===== src/rtl/move_check.sv =====
// Reversi move checker: scans all eight directions from a target square and
// reports which directions flank opponent discs and how many would be flipped.
module move_check (
  input  logic        clk,
  input  logic        RST,
  input  logic        start,
  input  logic [2:0]  X,
  input  logic [2:0]  Y,
  input  logic        player,
  input  logic [63:0] B,
  input  logic [63:0] R,
  output logic        busy,
  output logic        done,
  output logic        legal,
  output logic        occupied,
  output logic [7:0]  dir_mask,
  output logic [5:0]  flip_count
);

  typedef enum logic [1:0] {
    IDLE,
    SCAN,
    DONE
  } state_t;

  state_t      r_state;
  state_t      w_nextState;

  logic [63:0] r_own;
  logic [63:0] r_opp;
  logic [2:0]  r_tgtX;
  logic [2:0]  r_tgtY;
  logic [2:0]  r_posX;
  logic [2:0]  r_posY;
  logic [2:0]  r_dir;
  logic [2:0]  r_run;
  logic        r_legal;
  logic        r_occupied;
  logic [7:0]  r_dirMask;
  logic [5:0]  r_flipCount;

  logic [63:0] w_liveBoard;
  logic        w_targetOcc;
  logic        w_xInc;
  logic        w_xDec;
  logic        w_yInc;
  logic        w_yDec;
  logic [3:0]  w_nextX;
  logic [3:0]  w_nextY;
  logic        w_offBoard;
  logic [5:0]  w_nextIdx;
  logic        w_isOpp;
  logic        w_isOwn;
  logic        w_dirWin;
  logic        w_lastDir;
  logic [7:0]  w_dirBit;
  logic [7:0]  w_maskNext;

  assign w_liveBoard = B | R;
  assign w_targetOcc = w_liveBoard[{Y, X}];

  always_comb begin
    w_xInc = 1'b0;
    w_xDec = 1'b0;
    w_yInc = 1'b0;
    w_yDec = 1'b0;
    case (r_dir)
      3'd0: w_xInc = 1'b1;
      3'd1: w_xDec = 1'b1;
      3'd2: w_yInc = 1'b1;
      3'd3: w_yDec = 1'b1;
      3'd4: begin w_xInc = 1'b1; w_yInc = 1'b1; end
      3'd5: begin w_xDec = 1'b1; w_yInc = 1'b1; end
      3'd6: begin w_xInc = 1'b1; w_yDec = 1'b1; end
      default: begin w_xDec = 1'b1; w_yDec = 1'b1; end
    endcase
  end

  // One spare bit catches both 7+1 and 0-1 as bit 3 set, before any 3-bit wrap.
  assign w_nextX    = {1'b0, r_posX} + {3'b000, w_xInc} - {3'b000, w_xDec};
  assign w_nextY    = {1'b0, r_posY} + {3'b000, w_yInc} - {3'b000, w_yDec};
  assign w_offBoard = w_nextX[3] | w_nextY[3];
  assign w_nextIdx  = {w_nextY[2:0], w_nextX[2:0]};
  assign w_isOpp    = !w_offBoard && r_opp[w_nextIdx];
  assign w_isOwn    = !w_offBoard && r_own[w_nextIdx];
  assign w_dirWin   = w_isOwn && (r_run != 3'd0);
  assign w_lastDir  = (r_dir == 3'd7);
  assign w_dirBit   = 8'd1 << r_dir;
  assign w_maskNext = w_dirWin ? (r_dirMask | w_dirBit) : r_dirMask;

  always_ff @(posedge clk) begin
    if (RST) begin
      r_state <= IDLE;
    end else begin
      r_state <= w_nextState;
    end
  end

  always_comb begin
    w_nextState = r_state;
    case (r_state)
      IDLE: begin
        if (start) begin
          w_nextState = w_targetOcc ? DONE : SCAN;
        end
      end
      SCAN: begin
        if (!w_isOpp && w_lastDir) begin
          w_nextState = DONE;
        end
      end
      DONE:    w_nextState = IDLE;
      default: w_nextState = IDLE;
    endcase
  end

  always_comb begin
    busy = (r_state != IDLE);
    done = (r_state == DONE);
  end

  // A direction ends on anything other than an opponent disc; that same cycle
  // either rewinds to the target for the next direction or finalises legal.
  always_ff @(posedge clk) begin
    if (RST) begin
      r_own       <= '0;
      r_opp       <= '0;
      r_tgtX      <= '0;
      r_tgtY      <= '0;
      r_posX      <= '0;
      r_posY      <= '0;
      r_dir       <= '0;
      r_run       <= '0;
      r_legal     <= 1'b0;
      r_occupied  <= 1'b0;
      r_dirMask   <= '0;
      r_flipCount <= '0;
    end else begin
      case (r_state)
        IDLE: begin
          if (start) begin
            r_own       <= player ? R : B;
            r_opp       <= player ? B : R;
            r_tgtX      <= X;
            r_tgtY      <= Y;
            r_posX      <= X;
            r_posY      <= Y;
            r_dir       <= '0;
            r_run       <= '0;
            r_occupied  <= w_targetOcc;
            r_legal     <= 1'b0;
            r_dirMask   <= '0;
            r_flipCount <= '0;
          end
        end
        SCAN: begin
          if (w_isOpp) begin
            r_posX <= w_nextX[2:0];
            r_posY <= w_nextY[2:0];
            r_run  <= r_run + 3'd1;
          end else begin
            r_dirMask <= w_maskNext;
            if (w_dirWin) begin
              r_flipCount <= r_flipCount + {3'b000, r_run};
            end
            r_run  <= '0;
            r_posX <= r_tgtX;
            r_posY <= r_tgtY;
            if (w_lastDir) begin
              r_legal <= (w_maskNext != 8'd0);
            end else begin
              r_dir <= r_dir + 3'd1;
            end
          end
        end
        default: ;
      endcase
    end
  end

  assign legal      = r_legal;
  assign occupied   = r_occupied;
  assign dir_mask   = r_dirMask;
  assign flip_count = r_flipCount;

endmodule


===== config.mk =====
export PLATFORM = sky130hd
export DESIGN_NAME = move_check
export DESIGN_NICKNAME = d
export VERILOG_FILES = /design/src/rtl/move_check.sv
export SDC_FILE = /design/constraint.sdc
export NUM_CORES = 1
export LEC_CHECK = 0
export BUFFER_PORTS_ARGS = -buffer_cell sky130_fd_sc_hd__buf_2
export CAP_MARGIN = 20
export CORE_UTILIZATION = 30
export CTS_CLUSTER_SIZE = 10
export DETAILED_ROUTE_END_ITERATION = 7
export PLACE_DENSITY_LB_ADDON = 0.1
export SLEW_MARGIN = 10
export SYNTH_ARGS = -nofsm -noshare
export SYNTH_HDL_FRONTEND = slang
export SYNTH_SLANG_ARGS = --single-unit

===== constraint.sdc =====
create_clock -name clk -period 12.3 [get_ports clk]
set_clock_uncertainty 0.2 [all_clocks]
set_input_delay 0.615 -clock clk [delete_from_list [all_inputs] [get_ports clk]]
set_output_delay 0.615 -clock clk [all_outputs]
set_load 0.005 [all_outputs]

==> out/results.txt, run 1 <==
Via/cell ratio: 5.066
Worst slew margin: 0.2936
Psw: 0.5415 mW
Vias: 7801
HP Class: reg2reg
Yosys top cell area share: 0.3502
CTS Buf Count: 17
Cts repair resizes: 0
Logic pwr share: 0.289
Share of cells above drive strength 1: 0.2203
Number of max-cap violations: 0
Worst R2R Start: r_dir[0]
CP Capture Type: flip-flop
Ys Warns: 0
Final setup vio count: 0
Sequential share of the synthesized area: 0.3502
Setup WS pre-CTS: 6.760 ns
Antenna Diode Count: 0
CTS tree: done
Worst skew pair latency: 0.43 ns
Core area: 0.03067 mm2
Most common cell after layout, fill and taps aside: nor2_1
RSZ-0062 raised after global routing: no
Drt total wl: 27740 um
Area grow syn2layout: 16.92%
Area of the multi-input gates: 0.005652 mm2
I/O Buffers: 155
Width of the die: 178.8 um
R2R Setup Slk: 6.79 ns
Setup ws final: 6.788 ns
Initial antenna violation count: 1
Actual slew at the worst max-slew pin: 1.060 ns
WS Path Type: reg2reg
Overall global routing resource usage: 0.1777
Synth unique cells: 52
Seq cells post-synth: 164
Vias in the first global route: 7533
Io pins: 156
EDFF count, synth: 0
CTS Buffer Depth: 2
Ys flop type: dfxtp_1
Gr ovfl total: 0
Switch share: 0.3370
Root Driver: clkbuf_16
Cell Chain, Critical Path: inv_1 > ha_1 > or3_1 > o31ai_1 > ha_1 > inv_1 > ha_2 > fa_2 > buf_4 > mux2i_1 > mux2_2 > a211oi_1 > a21oi_1 > a311oi_4 > a221o_1 > or2_2 > a21oi_1
Fmax: 181.4 MHz
Fillers: 3224
Flop pwr share: 0.382
CP max stage cell: a311oi_4
Delay-heaviest family, CP: compound AO/OA/AOI/OAI gates
Min Tclk post-route: 5.512 ns
Pwr Density: 146.6 mW/mm2
Synth Cell Area: 0.009374 mm2
Starting DRT DRC Count: 340
Die Footprint: 0.03196 mm2
Critical Path Stages: 17
Startpoint types: flip-flop
Post-DRT Antenna Nets: 0
Clock power share: 0.329
Clock slew at the register clock pins of the worst setup and hold paths: 0.07 ns
Critical Path RT: 12.37 ns
Largest net degree at the start of global routing: 117
Largest cells by area after synthesis: dfxtp_1 (35%), mux2i_1 (16%), a211oi_1 (10%)
Leak Pwr: 4.476 nW
Final period util: 0.4481
Total chip power: 1.607 mW
Post-Syn Nets: 1193
WL per Instance: 18.01 um
Hold Fails Final Rpt: 0
Max IR drop VDD: 96.39 uV
WHS Endpoint: r_tgtX[0]
FP Rows: 64
DRC violations left: 0
Hold depth: 2
Fin Setup TNS: 0 ns
Post-Synthesis Cells: 1033
HP Start: r_tgtX[0]
Most frequent cells in the layout: nor2_1 (183), dfxtp_1 (164), buf_2 (153), mux2i_1 (147), a211oi_1 (129)
Status: completed
Routability Congestion: 0.7226
Register area: 0.003283 mm2
Crit-path max FO: 44
Reg-to-reg endpoint: flip_count[0]
Hpwl dp: 19390 um
Postcts setup bufs: 0
WP data arrival: 5.58 ns
Hold-fix buffers, CTS: 0
H-Tree Level Count: 4
Slowest cell delay on critical path: 0.90 ns
Starting Density: 0.3056
Chip height: 178.8 um
Nets: 1291
First-pass GRT wire length: 43220 um
Drt first pass iters: 4
Fraction of registers with async set/reset: 0
Slew Viols, Final: 0
Crit path buf inv count: 3
R2R depth: 17
Avg Inst Size Synth: 9.075 um2
Sink Count: 164
Post-synth top area cell: dfxtp_1
P_int: 1.065 mW
## final cells by class
cell class,instances,share of cell area
clock buffers,18,0.03916
clock inverters,14,0.01301
inverters,21,0.007192
multi-input cells,762,0.5156
flip-flops and latches,164,0.2995
well taps,396,0.04521
repair buffers,165,0.08025
## through the flow
step / hold slack, ns / area, um2 / util / instances
after global placement: 0.2446 / 10360 / 0.3378 / 1507
after CTS: 0.2599 / 10930 / 0.3565 / 1539
after global routing: 0.2783 / 10960 / 0.3574 / 1540
after floorplan: 0.2338 / 9374 / - / 1033
final: 0.2566 / 10960 / 0.3574 / 1540
after detailed placement: 0.2509 / 10360 / 0.3378 / 1507
## cells in the mapped netlist, types with 3 or more instances
cell	number
a2111oi_0	3
a211oi_1	129
a21o_1	4
a21oi_1	56
a31oi_1	5
buf_1	8
buf_2	3
buf_4	7
clkbuf_1	66
dfxtp_1	164
fa_1	3
ha_1	19
inv_1	21
mux2_2	9
mux2i_1	147
mux4_2	35
nand2_1	53
nand2b_1	3
nand3_1	3
nand4b_1	3
nor2_1	183
nor2b_1	6
nor3_1	37
nor4_1	3
o211ai_1	4
o21ai_0	15
or2_2	4
or3_1	5
xnor2_1	6
## tightest hold or removal path, cell delays in order, from the launching register on
cell,delay [ns]
dfxtp_1,0.31
nand2_1,0.05
a21oi_1,0.05
## state kept, by name (all words and copies together) (netlist names)
name	flops
r_posY	3
r_tgtX	3
r_tgtY	3
dir_mask	8
r_state	2
r_dir	3
r_posX	3
r_run	3
flip_count	6
r_opp	64
occupied	1
r_own	64
legal	1
## per-layer routing
layer | wire (um) | global-route usage | part of all wire
met5 | 13 | 0 | 0.00047
met4 | 327 | 0.03990 | 0.012
met3 | 1076 | 0.03202 | 0.039
met2 | 12120 | 0.2718 | 0.44
met1 | 14200 | 0.2572 | 0.51
## worst max path at each step
| stage | from | to | slack [ns] |
|---|---|---|---|
| floorplan | r_dir[2] | flip_count[2] | 7.77 |
| global placement | r_dir[0] | flip_count[1] | 6.95 |
| detailed placement | r_dir[0] | flip_count[1] | 6.76 |
| CTS | r_dir[0] | r_dir[1] | 6.75 |
| global route | r_dir[0] | r_dir[1] | 6.51 |
| finish | r_dir[0] | flip_count[0] | 6.79 |
## logic make-up (layout without fill, tap and decap cells)
group,Yosys count,count (layout),synth area share
flip-flops,164,164,0.3502
XOR/XNOR,8,8,0.008276
multiplexers,191,191,0.2519
AND/OR/NAND/NOR,307,307,0.1377
buffers and inverters,107,218,0.04765
adder cells (fa/ha/maj),22,22,0.03177
AO/OA/AOI/OAI,234,234,0.1725
## power by group through the flow
stage | Clock (mW) | Combinational (mW) | Sequential [mW]
after floorplan | 0 | 0.342 | 0.615
after global placement | 0 | 0.463 | 0.627
final | 0.529 | 0.464 | 0.614
after detailed placement | 0 | 0.467 | 0.625
after global routing | 0.563 | 0.512 | 0.620
after CTS | 0.543 | 0.469 | 0.614
Note: power is estimated with default switching activity, not from simulation.
==> run 2: changes to the inputs <==
==> constraint.sdc (replaced) <==
create_clock -name clk -period 4.4 [get_ports clk]
set_clock_uncertainty 0.2 [all_clocks]
set_input_delay 0.22 -clock clk [delete_from_list [all_inputs] [get_ports clk]]
set_output_delay 0.22 -clock clk [all_outputs]
set_load 0.005 [all_outputs]
==> run 2 against run 1 <==
The flow now finishes with violations (negative hold slack, negative setup slack). Total power grew to 3.1 times the previous value. Sequential cell count stayed put. Clock power grew to 3.0 times the previous value. Largest power group unchanged. Highest routed layer is now met4. Clock-buffer cell count is 1 lower.
==> out/results.txt, run 2 (synthesized netlist as in run 1, its figures left out) <==
Post-DRT Antenna Nets: 0
HP Class: in2reg
Largest net degree at the start of global routing: 118
Met3 WL: 780 um
Via/cell ratio: 4.969
Final Util: 0.4244
Min Tclk post-route: 4.401 ns
FP Rows: 64
DRC violations left: 0
Total chip power: 4.976 mW
Worst skew pair latency: 0.44 ns
Most frequent cells in the layout: nor2_1 (181), dfxtp_1 (162), buf_2 (153), mux2i_1 (144), dlygate4sd3_1 (141)
WS Path Type: reg2reg
Clock slew at the register clock pins of the worst setup and hold paths: 0.07 ns
Crit-path max FO: 7
Overall global routing resource usage: 0.1900
Status: finished, violations left
Pwr Density: 382.3 mW/mm2
Most common cell after layout, fill and taps aside: nor2_1
Starting DRT DRC Count: 486
I/O Buffers: 155
Fmax: 227.2 MHz
Critical Path RT: 4.57 ns
Met1 wire length: 14230 um
Vias in the first global route: 8289
Setup ws final: -0.0008771 ns
Die Footprint: 0.03196 mm2
Actual slew at the worst max-slew pin: 0.9729 ns
Drt total wl: 29730 um
Root Driver: clkbuf_16
CTS Buffer Depth: 2
Initial antenna violation count: 0
Max layer used: met4
Leak Pwr: 5.338 nW
Nets: 1473
Setup WS pre-CTS: -0.1738 ns
Gr ovfl total: 0
Max IR drop VDD: 310.2 uV
R2R Setup Slk: -0.0009 ns
Slew Viols, Final: 0
CP Capture Type: flip-flop
Final period util: 1.000
Hold Fails Final Rpt: 5
Routability Congestion: 0.7445
WL per Instance: 17.27 um
Hpwl dp: 20930 um
Startpoint types: flip-flop
H-Tree Level Count: 4
Io pins: 156
Violations in the final reports: negative hold slack, negative setup slack
CTS tree: done
Starting Density: 0.3056
Antenna Diode Count: 0
Width of the die: 178.8 um
Vias: 8556
Dpl cells: 1541
Chip height: 178.8 um
Sink Count: 164
Number of max-cap violations: 0
Final setup vio count: 1
CTS Buf Count: 17
WP data arrival: 4.57 ns
Met2 wire length: 14430 um
RSZ-0062 raised after global routing: yes
Drt first pass iters: 4
Hold_ws: -0.007139 ns
Worst slew margin: 0.3514
Final cell count without fillers: 1722
Share of cells above drive strength 1: 0.2466
Core area: 0.03067 mm2
First-pass GRT wire length: 46240 um
Area grow syn2layout: 38.84%
==> run 2: where the power goes <==
group / internal (mW) / switching (mW)
logic: 0.829 / 0.847
clock network: 0.865 / 0.711
registers: 1.63 / 0.0897
total: 3.33 / 1.65
==> run 2: path summary, 6_finish.rpt <==
kind,start,end,cells past startpoint
min reg2reg,r_tgtY[0],r_tgtY[0],2
max reg2reg,r_dir[0],flip_count[3],18
min,R[2],r_opp[2],3
max,r_dir[0],flip_count[3],18
==> run 2: layer usage <==
metal	track usage	up-vias
li1	-	4392
met1	0.2598	4028
met2	0.3188	121
met3	0.02375	15
met4	0.03990	0
met5	0	-
==> run 2: final cells by class <==
| type | count | area (um2) |
|---|---|---|
| Multi-Input combinational cell | 763 | 5873 |
| Clock inverter | 15 | 186.4 |
| Fill cell | 3100 | 17650 |
| Timing Repair Buffer | 346 | 2665 |
| Inverter | 21 | 81.33 |
| Clock buffer | 17 | 425.4 |
| Sequential cell | 164 | 3288 |
| Tap cell | 396 | 495.5 |
==> run 2: repair_timing <==
item                       4_1_cts  5_1_grt
cloned                           2        0
hold endpoints to repair        85        1
setup buffers                    6        0
setup endpoints to repair       20       25
pin swaps                       18       15
hold buffers                   140        1
resized for setup               20       41
==> run 2: through the flow <==
stage	cell area [um2]	setup TNS (ns)
finish	13020	-0.0008771
CTS	12850	-0.1713
global placement	10690	-1.383
detailed placement	10690	-2.286
global route	13020	-3.126
floorplan	9397	0
==> run 2: worst max-delay path, cell delays in order, from the launching register on <==
cell and delay, ns:
dfxtp_2 0.35, inv_4 0.05, ha_4 0.15, or3_1 0.35
o31ai_2 0.07, ha_1 0.27, inv_2 0.07, ha_4 0.13
fa_2 0.50, buf_12 0.18, buf_4 0.14, buf_4 0.13
mux4_2 0.25, mux4_2 0.25, nor2_2 0.03, a211o_1 0.33
a221o_2 0.40, or3_1 0.31, a21oi_1 0.14
==> run 3: changes to the inputs <==
==> constraint.sdc (replaced) <==
create_clock -name clk -period 4.4 [get_ports clk]
set_clock_uncertainty 0.2 [all_clocks]
set_input_delay 0.44 -clock clk [delete_from_list [all_inputs] [get_ports clk]]
set_output_delay 0.44 -clock clk [all_outputs]
set_load 0.005 [all_outputs]
==> run 3 against run 2 <==
The flow finishes with violations (negative setup slack). Largest cell class unchanged. First-iteration DRC count down 8.0%. Clock-buffer cell count did not move. Core utilization shrank 4.4 points. Highest routed layer unchanged. Critical endpoint is now r_dir[1]. Fmax decreased by 1.2%. Die area did not move.
==> out/results.txt, run 3 (synthesized netlist as in run 1, its figures left out) <==
Core area: 0.03067 mm2
Hold Fails Final Rpt: 0
Hold depth: 3
Worst slew margin: 0.4648
Psw: 1.642 mW
Switch share: 0.3416
RSZ-0062 raised after global routing: yes
Crit-path max FO: 7
P_int: 3.163 mW
Largest net degree at the start of global routing: 156
CTS Buffer Depth: 2
Flop pwr share: 0.358
Setup ws final: -0.05423 ns
Antenna Diode Count: 0
Critical Path RT: 4.55 ns
Pwr Density: 412.1 mW/mm2
Drt first pass iters: 5
H-Tree Level Count: 4
Routability Congestion: 0.7397
Worst R2R Start: r_dir[1]
Total chip power: 4.805 mW
Hpwl dp: 21010 um
Width of the die: 178.8 um
Most frequent cells in the layout: nor2_1 (182), dfxtp_1 (162), buf_2 (153), mux2i_1 (144), a211oi_1 (128)
Overall global routing resource usage: 0.1878
Crit path from: r_dir[1]
HP Class: in2reg
R2R depth: 20
Final period util: 1.012
Vias: 8115
Area grow syn2layout: 24.37%
WHS Endpoint: r_tgtY[2]
Starting DRT DRC Count: 447
Slew Viols, Final: 0
HP Start: Y[2]
Clock power share: 0.307
Violations in the final reports: negative setup slack
Actual slew at the worst max-slew pin: 0.8027 ns
Max IR drop VDD: 288.6 uV
Nets: 1342
Number of max-cap violations: 0
Via/cell ratio: 5.101
Clock slew at the register clock pins of the worst setup and hold paths: 0.07 ns
Worst skew pair latency: 0.44 ns
Status: finished, violations left
WL per Instance: 18.35 um
CTS Buf Count: 17
Min Tclk post-route: 4.454 ns
I/O Buffers: 155
Post-DRT Antenna Nets: 0
Fin Setup TNS: -0.2034 ns
Most common cell after layout, fill and taps aside: nor2_1
Sink Count: 164
Initial antenna violation count: 1
Die Footprint: 0.03196 mm2
Hold-fix buffers, CTS: 0
Hold_ws: 0.1131 ns
Gr ovfl total: 0
Post-DP Area: 0.01074 mm2
DRC violations left: 0
Chip height: 178.8 um
Drt total wl: 29190 um
Fmax: 224.5 MHz
Final Instance Area: 0.01166 mm2
Logic pwr share: 0.335
Starting Density: 0.3056
Share of cells above drive strength 1: 0.2770
Vias in the first global route: 7771
Final setup vio count: 8
CP Capture Type: flip-flop
Leak Pwr: 4.800 nW
Reg-to-reg endpoint: r_dir[1]
Root Driver: clkbuf_16
WP data arrival: 4.60 ns
R2R Setup Slk: -0.05 ns
CTS tree: done
Io pins: 156
FP Rows: 64
WS Path Type: reg2reg
First-pass GRT wire length: 45350 um
Startpoint types: flip-flop
-- run 3: final cells by class --
class / instances / area, um2
fill: 3204 / 19010
multi-input combinational: 763 / 5819
sequential: 164 / 3288
timing repair buffer: 215 / 1394
tap: 396 / 495.5
clock buffer: 17 / 425.4
clock inverter: 15 / 157.7
inverter: 21 / 78.83
-- run 3: how the worst max path moves through the flow --
stage	endpoint	slack, ns	cells after the start
finish	r_dir[1]	-0.05	20
CTS	flip_count[2]	-0.06	18
global route	flip_count[5]	-0.19	19
floorplan	flip_count[2]	0.02	18
detailed placement	r_posY[1]	-0.21	18
global placement	r_posY[2]	-0.14	18
-- run 3: power by group through the flow --
stage          logic, mW  registers [mW]  clock network (mW)
2_1_floorplan      0.965            1.72                   0
3_3_place_gp        1.44            1.76                   0
3_5_place_dp        1.46            1.75                   0
4_1_cts             1.58            1.72                1.51
5_1_grt             1.75            1.74                1.58
6_report            1.61            1.72                1.47
-- run 3: critical path, cell delays in order, from the launching register on --
cell and delay [ns]:
dfxtp_4 0.37, inv_2 0.04, ha_2 0.16, or3_4 0.34
o31ai_4 0.06, ha_1 0.27, inv_2 0.07, ha_4 0.13
fa_2 0.49, buf_12 0.18, buf_12 0.13, buf_6 0.12
nor2b_4 0.10, a2111oi_2 0.04, a311oi_1 0.30, a21oi_2 0.12
a311oi_4 0.47, buf_4 0.22, nor3_4 0.04, or3_1 0.39
a21oi_1 0.12
-- run 3: metal layers --
metal	GRT usage	wire length, um
met5	0	0
met4	0.04590	209
met3	0.02290	1104
met2	0.3102	14200
met1	0.2586	13680
-- run 3: timing repair --
action,in CTS,in global routing
endpoints found under the setup margin,23,28
gates cloned,2,0
setup buffers,12,3
gates resized for setup,31,24
pin swaps,20,14
-- run 3: per-stage QoR --
step | util | cells | worst slack, ns
after floorplan | - | 1033 | 0.02248
after global placement | 0.3500 | 1541 | -0.1374
after detailed placement | 0.3500 | 1541 | -0.2143
after CTS | 0.3759 | 1587 | -0.05990
after global routing | 0.3801 | 1591 | -0.1944
final | 0.3801 | 1591 | -0.05423
